### config.mk
export PLATFORM = sky130hd
export DESIGN_NAME = reg_access_arbiter
export DESIGN_NICKNAME = d
export VERILOG_FILES = /design/src/rtl/reg_access_arbiter.sv
export SDC_FILE = /design/constraint.sdc
export NUM_CORES = 1
export LEC_CHECK = 0
export CORE_UTILIZATION = 41
export CTS_BUF_LIST = sky130_fd_sc_hd__clkbuf_4 sky130_fd_sc_hd__clkbuf_8 sky130_fd_sc_hd__clkbuf_16
export CTS_CLUSTER_DIAMETER = 80
export DETAILED_ROUTE_END_ITERATION = 8
export GPL_TIMING_DRIVEN = 0
export HOLD_SLACK_MARGIN = 0.08
export PLACE_DENSITY = 0.85
export REMOVE_ABC_BUFFERS = 1
export SYNTH_ARGS = -nofsm -noshare
export SYNTH_HDL_FRONTEND = slang
export SYNTH_SLANG_ARGS = --single-unit
### constraint.sdc
create_clock -name clk -period 1.8 [get_ports clk]
set_input_delay 0.27 -clock clk [delete_from_list [all_inputs] [get_ports clk]]
set_output_delay 0.27 -clock clk [all_outputs]
set_load 0.03 [all_outputs]
### src/rtl/reg_access_arbiter.sv
`timescale 1ns/1ps
// ============================================================================
// reg_access_arbiter
// ----------------------------------------------------------------------------
// Shares a single-port register memory between two requesters, the SPI slave
// and the internal core sequencer. Each access is accepted with a req/gnt
// handshake, issued to the memory for exactly one cycle, and for reads the
// data comes back to the winner with a one-cycle rvalid pulse.
//
// Access timeline, with edge N being the IDLE edge that samples a request:
//   cycle N+1  ISSUE  gnt pulse to the winner, mem_en/we/addr/wdata valid
//   cycle N+2  IDLE   (write)   | RWAIT  mem_rdata captured at its end (read)
//   cycle N+3                   | RRET   rvalid pulse, rdata updated
//   cycle N+4                   | IDLE
//
// Addresses at or above REG_DEPTH are out of range: the access is still
// granted, but mem_en stays low, a write is dropped and a read returns 0.
//
// Build option:
//   REG_ARB_ROUND_ROBIN_EN  defined   -> round-robin between SPI and core,
//                                        a last-winner flop resets to core.
//                           undefined -> fixed SPI priority with a core
//                                        starvation guard (STARVE_LIMIT).
//
// Parameters:
//   ADDR_W        register address width
//   DATA_W        register value width
//   REG_DEPTH     number of implemented registers
//   STARVE_LIMIT  core wait cycles (1..15) after which core beats SPI
//
// Ports:
//   clk, rst_n                      clock (rising edge), async active-low reset
//   spi_req/we/addr/wdata   in      SPI request; fields stable until spi_gnt
//   spi_gnt                 out     one-cycle grant pulse
//   spi_rvalid              out     one-cycle read-data-valid pulse
//   spi_rdata               out     SPI read data, held until the next SPI read
//   core_*                          same set for the core sequencer
//   mem_en/we/addr/wdata    out     memory port, valid for the ISSUE cycle
//   mem_rdata               in      memory read data, one cycle after a read
//   busy                    out     high whenever the FSM is not in IDLE
// ============================================================================
module reg_access_arbiter #(
    parameter int ADDR_W       = 8,
    parameter int DATA_W       = 12,
    parameter int REG_DEPTH    = 256,
    parameter int STARVE_LIMIT = 4
) (
    input  logic              clk,
    input  logic              rst_n,

    input  logic              spi_req,
    input  logic              spi_we,
    input  logic [ADDR_W-1:0] spi_addr,
    input  logic [DATA_W-1:0] spi_wdata,
    output logic              spi_gnt,
    output logic              spi_rvalid,
    output logic [DATA_W-1:0] spi_rdata,

    input  logic              core_req,
    input  logic              core_we,
    input  logic [ADDR_W-1:0] core_addr,
    input  logic [DATA_W-1:0] core_wdata,
    output logic              core_gnt,
    output logic              core_rvalid,
    output logic [DATA_W-1:0] core_rdata,

    output logic              mem_en,
    output logic              mem_we,
    output logic [ADDR_W-1:0] mem_addr,
    output logic [DATA_W-1:0] mem_wdata,
    input  logic [DATA_W-1:0] mem_rdata,

    output logic              busy
);

    typedef enum logic [1:0] {
        IDLE  = 2'd0,
        ISSUE = 2'd1,
        RWAIT = 2'd2,
        RRET  = 2'd3
    } state_t;

    // One extra bit so REG_DEPTH == 2**ADDR_W is still representable.
    localparam logic [ADDR_W:0] DEPTH_LIM = (ADDR_W + 1)'(REG_DEPTH);

    state_t state, state_d;

    // Attributes of the access in flight, latched when it wins in IDLE.
    logic win_core, win_core_d;
    logic op_we,    op_we_d;
    logic op_oor,   op_oor_d;

    // Next-cycle values of the registered outputs.
    logic              spi_gnt_d,    core_gnt_d;
    logic              spi_rvalid_d, core_rvalid_d;
    logic [DATA_W-1:0] spi_rdata_d,  core_rdata_d;
    logic              mem_en_d,     mem_we_d;
    logic [ADDR_W-1:0] mem_addr_d;
    logic [DATA_W-1:0] mem_wdata_d;

    // Request selection: fields of whichever side wins this IDLE edge.
    logic              any_req;
    logic              core_pick;
    logic              sel_we;
    logic [ADDR_W-1:0] sel_addr;
    logic [DATA_W-1:0] sel_wdata;
    logic              sel_oor;

    assign any_req   = spi_req | core_req;
    assign sel_we    = core_pick ? core_we    : spi_we;
    assign sel_addr  = core_pick ? core_addr  : spi_addr;
    assign sel_wdata = core_pick ? core_wdata : spi_wdata;
    assign sel_oor   = ({1'b0, sel_addr} >= DEPTH_LIM);

`ifdef REG_ARB_ROUND_ROBIN_EN
    // ------------------------------------------------------------------
    // Round-robin: on a tie the side that did not win last time goes.
    // last_core resets to 1 so the first tie after reset goes to SPI.
    // ------------------------------------------------------------------
    logic last_core;

    assign core_pick = core_req & (~spi_req | ~last_core);

    always_ff @(posedge clk or negedge rst_n) begin
        if (!rst_n) begin
            last_core <= 1'b1;
        end else if (state == IDLE && any_req) begin
            last_core <= core_pick;
        end
    end
`else
    // ------------------------------------------------------------------
    // Fixed SPI priority with a starvation guard. starve_cnt counts the
    // cycles the core has been requesting without a grant pulse; once it
    // reaches STARVE_LIMIT the core wins the next tie.
    // ------------------------------------------------------------------
    logic [3:0] starve_cnt;
    logic       starved;

    assign starved   = (starve_cnt >= 4'(STARVE_LIMIT));
    assign core_pick = core_req & (~spi_req | starved);

    // NOTE: state registers use non-blocking (<=) assignments so every flop
    // samples the pre-edge values and the simulation matches the hardware.
    always_ff @(posedge clk or negedge rst_n) begin
        if (!rst_n) begin
            starve_cnt <= 4'd0;
        end else if (!core_req || core_gnt) begin
            starve_cnt <= 4'd0;
        end else if (starve_cnt != 4'hF) begin
            starve_cnt <= starve_cnt + 4'd1;
        end
    end
`endif

    // ------------------------------------------------------------------
    // Next-state and next-output logic.
    // ------------------------------------------------------------------
    always_comb begin
        // NOTE: every signal written here gets a default first, so no path
        // through the case statement can leave one unassigned and infer a latch.
        state_d       = state;
        win_core_d    = win_core;
        op_we_d       = op_we;
        op_oor_d      = op_oor;
        spi_gnt_d     = 1'b0;
        core_gnt_d    = 1'b0;
        spi_rvalid_d  = 1'b0;
        core_rvalid_d = 1'b0;
        spi_rdata_d   = spi_rdata;
        core_rdata_d  = core_rdata;
        mem_en_d      = 1'b0;
        mem_we_d      = 1'b0;
        mem_addr_d    = '0;
        mem_wdata_d   = '0;

        unique case (state)
            IDLE: begin
                if (any_req) begin
                    state_d    = ISSUE;
                    win_core_d = core_pick;
                    op_we_d    = sel_we;
                    op_oor_d   = sel_oor;
                    spi_gnt_d  = ~core_pick;
                    core_gnt_d = core_pick;
                    // Out-of-range accesses are granted but never reach memory.
                    mem_en_d   = ~sel_oor;
                    mem_we_d   = sel_we & ~sel_oor;
                    mem_addr_d = sel_addr;
                    mem_wdata_d = sel_we ? sel_wdata : '0;
                end
            end

            ISSUE: begin
                state_d = op_we ? IDLE : RWAIT;
            end

            RWAIT: begin
                // Memory data is valid during this cycle; capture it into
                // the winner's rdata register so it appears in RRET.
                state_d = RRET;
                if (win_core) begin
                    core_rvalid_d = 1'b1;
                    core_rdata_d  = op_oor ? '0 : mem_rdata;
                end else begin
                    spi_rvalid_d  = 1'b1;
                    spi_rdata_d   = op_oor ? '0 : mem_rdata;
                end
            end

            RRET: begin
                state_d = IDLE;
            end

            default: begin
                state_d = IDLE;
            end
        endcase
    end

    // ------------------------------------------------------------------
    // State and output registers. An async reset aborts any access in
    // flight: no pending grant or rvalid survives it.
    // ------------------------------------------------------------------
    always_ff @(posedge clk or negedge rst_n) begin
        if (!rst_n) begin
            state       <= IDLE;
            win_core    <= 1'b0;
            op_we       <= 1'b0;
            op_oor      <= 1'b0;
            spi_gnt     <= 1'b0;
            core_gnt    <= 1'b0;
            spi_rvalid  <= 1'b0;
            core_rvalid <= 1'b0;
            spi_rdata   <= '0;
            core_rdata  <= '0;
            mem_en      <= 1'b0;
            mem_we      <= 1'b0;
            mem_addr    <= '0;
            mem_wdata   <= '0;
        end else begin
            state       <= state_d;
            win_core    <= win_core_d;
            op_we       <= op_we_d;
            op_oor      <= op_oor_d;
            spi_gnt     <= spi_gnt_d;
            core_gnt    <= core_gnt_d;
            spi_rvalid  <= spi_rvalid_d;
            core_rvalid <= core_rvalid_d;
            spi_rdata   <= spi_rdata_d;
            core_rdata  <= core_rdata_d;
            mem_en      <= mem_en_d;
            mem_we      <= mem_we_d;
            mem_addr    <= mem_addr_d;
            mem_wdata   <= mem_wdata_d;
        end
    end

    assign busy = (state != IDLE);

endmodule

## After elaboration in Yosys (flattened, before gate mapping)

Cells that the tools add are included.
W data, S select, Z words.

- Add/subtract/negate cells: 1
- Shift operators: 0
- Multiply operators: 0
- Muxes and demuxes: 25
- Bitwise logic cells: 6
- Reduce and logical (&&, ||, !) cells: 8
- Divide/modulo/power cells: 0
- Equal/unequal tests: 5
- $lt $le $gt $ge: 1

Operators with widths:

| kind | number |
|---|---|
| $mux W12 | 4 |
| $mux W8 | 3 |
| $mux W1 | 13 |
| $mux W4 | 2 |
| $pmux W2 S4 | 1 |
| $reduce_and A2 Y1 | 3 |
| $add A4 B1 Y4 const B | 1 |
| $eq A2 B2 Y1 const B | 2 |
| $ge A4 B3 Y1 const B | 1 |
| $mux W2 | 2 |
| $ne A4 B4 Y1 const B | 1 |
| $reduce_bool A2 Y1 | 2 |
| $not A1 Y1 | 3 |
| $eq A2 B1 Y1 const B | 1 |
| $logic_not A2 Y1 | 1 |
| $ne A2 B2 Y1 const B | 1 |
| $or A1 B1 Y1 | 2 |
| $and A1 B1 Y1 | 1 |
| $logic_not A1 Y1 | 1 |
| $logic_or A1 B1 Y1 | 1 |

- Bits in registers: 58
- RAM bits: 0
- Latch bits: 0
- Memories kept: 0
- Bits in read-only memories: 0
- Input port bits: 58
- Output and inout bits: 51

## Logic depth before layout (Yosys ltp)

- Depth in word-level cells: 7
- Depth in mapped cells: 5
- Gate-level depth less buffers: 4

## Least setup slack after synthesis

OpenSTA, ideal clock, no wires.

- Path type: register to register
- Start: register state[0]
- End: register spi_rdata[10]
- Period minus slack after synthesis: 1.404 ns
- Data arrival time: 1.279 ns
- Required time: 1.675 ns
- Cell stages (with the launch flop): 5
- Library setup time: 0.125 ns
- Slack: 0.396 ns
- Path buffers: 1
- Cell sequence: dfrtp_1 > nand2b_1 > nor2_1 > buf_4 > mux2_2

- Longest elaborated chain between the ends: 2

Ends and longest elaborated chain:

| element | RTL line | RTL |
|---|---|---|
| start, declared | 86 | `state_t state, state_d;` |
| start signal, assigned | 242 | `state <= state_d;` |
| $eq A2 B2 Y1 | 177 | `unique case (state)` |
| $reduce_and A2 Y1 (no source line) | n/a |  |
| end signal, assigned | 250 | `spi_rdata <= spi_rdata_d;` |
| end, declared | 57 | `output logic [DATA_W-1:0] spi_rdata,` |

Every way passes these cells.
A chain may end at the register's enable or synchronous reset.

## Worst setup path after layout

- Start: register starve_cnt[2]
- End: register win_core

- Longest elaborated chain between the ends: 3

Ends and longest elaborated chain:

| element | RTL line | RTL |
|---|---|---|
| start, declared | 137 | `logic [3:0] starve_cnt;` |
| start signal, assigned | 151 | `starve_cnt <= starve_cnt + 4'd1;` |
| $ge A4 B3 Y1 | 140 | `assign starved = (starve_cnt >= 4'(STARVE_LIMIT));` |
| $or A1 B1 Y1 | 141 | `assign core_pick = core_req & (~spi_req \| starved);` |
| $and A1 B1 Y1 | 141 |  |
| end signal, assigned | 243 | `win_core <= win_core_d;` |
| end, declared | 89 | `logic win_core, win_core_d;` |

Every way passes these cells.

==> out/qor.csv <==
metric;value;unit
criticalPathCategory;reg2reg;
cts_sinks;58;
core_region_area;5540;sq um
maxCapViolations;0;
grt_pass1_wl;9200;um
die_h;77.9;um
hold_violations;0;
avgViaCountPerCell;5.20;
end_kind;register;
die_w;77.9;um
synth.top_cell.area_share;61.4;%
crit_family;simple AND/OR/NAND/NOR gates;
yosys.area.top_type;dfrtp_1;
min_path_type;reg2reg;
yosysWarnings;0;
drt_iter0_drc;60;
htree_num_levels;3;
p_leak;1.58;nW
drv_slew;0;
final.period_utilization;96.0;%
gp_congestion;0.745;
synth_edf_count;0;
wl_per_cell;15.1;um
clkTransAtPathRegs;0.06;ns
cp.arrival;1.95;ns
ant_nets;0;
synth.ff_latch_count;58;
routed_wl;5760;um
cp_data_required_time;2.02;ns
remaining_drc_errors;0;
synthTopCellsByCount;58 x dfrtp_1, 24 x mux2_2, 23 x a21oi_1;
synth_area_per_cell;11.9;sq um
ys_async_sr_fraction;100;%
cts_tree;done;
crit_chain;or3b_2 -> and3_4 -> a21o_1;
start_util;42.7;%
whs;0.479;ns
clkLatencyLatePin;0.33;ns
power.density;1590;nW/um^2
synth_ff_type;dfrtp_1;
netlist-cell-type-count;26;
n_antenna_cell;0;
fin_tns_setup;0;ns
syn_to_final_growth;59.8;%
cts_max_path_buffers;2;
fin_crit;1.73;ns
cp-start-kind;register;
final_util;68.2;%
slowest_delay;0.74;ns
crit_slowest_cell;or3b_2;
fin_cells;381;
grtUsageTotal;20.3;%
die-area;6070;sq um
first_pass_iters;4;
max_freq;579;MHz
cts-root-buf;clkbuf_8;
num_vias;1980;
portBuffers;108;
path_max_fanout;23;
drive_gt1_share;16.2;%
fin_skew;0.00390;ns
num_rows;27;
ys_seq_area_share;61.4;%
yosysMostFrequentCell;dfrtp_1;
status;complete, no violations;
syn_area;2360;sq um
io_pins;109;
globalRouteOverflowTotal;0;
tightest_slew;0.702;ns
synthTopCellsByArea;dfrtp_1 61%, mux2_2 11%, a21oi_1 4.9%;
rsz0062_at_grt;false;
grt_max_degree;34;
slew_headroom;53.2;%
setup_viol;0;
peakVddDrop;928;uV
fin_nets;363;
cp.buffers_inverters;0;
cts_made_buffers;9;
dp_hpwl;3920;um
antenna_found_initial;0;
synth_cells;198;
grt_pass1_vias;1982;
dp_cells;364;
logic make-up after synthesis:
family	synth area share [%]
AOI/OAI and AO/OA	11.4
adders and majority gates	0.529
xor gates and xnor gates	0.371
DFF	61.4
and+or+nand+nor	10.6
muxes	11.9
buffers and inverters	3.81
placed cells by master (no fill, tap or decap), drive strengths merged, types with 3 or more instances in the layout:
cell type,n
clkbuf,11
o21ai,9
a21oi,23
nand2,4
clkdlybuf4s50,105
bufinv,4
nor2,9
mux2,24
inv,4
dfrtp,58
buf,3
o211ai,12
nand4,12
nand3,11
registers in the layout, indices dropped and copies added (netlist names), named ones only:
register / cells
core_gnt: 1
core_rdata: 12
core_rvalid: 1
mem_addr: 8
mem_en: 1
mem_wdata: 12
mem_we: 1
op_we: 1
spi_gnt: 1
spi_rdata: 12
spi_rvalid: 1
starve_cnt: 4
state: 1
win_core: 1
path summary, 6_finish.rpt:
| check | startpoint | end | slack, ns | depth (start not counted) |
|---|---|---|---|---|
| max | starve_cnt[2]$_DFFE_PN0P_ | win_core$_DFFE_PN0P_ | 0.07 | 3 |
| min | state[0]$_DFFE_PN0P_ | state[0]$_DFFE_PN0P_ | 0.48 | 1 |
| max reg2reg | starve_cnt[2]$_DFFE_PN0P_ | win_core$_DFFE_PN0P_ | 0.07 | 3 |
| min reg2reg | state[0]$_DFFE_PN0P_ | state[0]$_DFFE_PN0P_ | 0.48 | 1 |
| max in group asynchronous | rst_n | mem_addr[0]$_DFF_PN0_ | 0.73 | 3 |
| min in group asynchronous | rst_n | core_rdata[2]$_DFFE_PN0P_ | 0.49 | 2 |
timing repair:
action,4_1_cts,5_1_grt
hold buffers,1,0
gates resized for setup,7,0
buffers inserted,0,0
setup endpoints to repair,38,0
hold endpoints to repair,25,0
power breakdown:
part / switching, W / total [W] / internal [W]
Clock: 0.000492 / 0.00160 / 0.00111
Combinational: 0.00137 / 0.00248 / 0.00111
Sequential: 0.000203 / 0.00194 / 0.00173
Total: 0.00206 / 0.00602 / 0.00396
stage by stage:
step | total power [W] | setup WS, ns | cell area [sq um]
finish | 0.00602 | 0.0725 | 3780
global route | 0.00629 | 0.00819 | 3780
detailed placement | 0.00445 | -0.983 | 3490
floorplan | 0.00331 | -0.236 | 2290
CTS | 0.00609 | 0.0638 | 3780
global placement | 0.00438 | -1.33 | 3460
layout make-up:
cell class / instances / area (sq um)
Fill cell: 422 / 1760
Sequential cell: 58 / 1450
Timing Repair Buffer: 111 / 1120
Multi-Input combinational cell: 120 / 832
Clock buffer: 11 / 145
Clock inverter: 5 / 125
Tap cell: 72 / 90.1
Inverter: 4 / 15.0
routing by layer:
| layer | GRT usage, % | vias up | routed length [um] |
|---|---|---|---|
| met5 | 0 | - | 0 |
| met4 | 7.22 | 0 | 84 |
| met3 | 8.00 | 10 | 503 |
| met2 | 35.4 | 94 | 2820 |
| met1 | 22.2 | 950 | 2350 |
| li1 | - | 926 | - |
(Power assumes the default switching activity.)
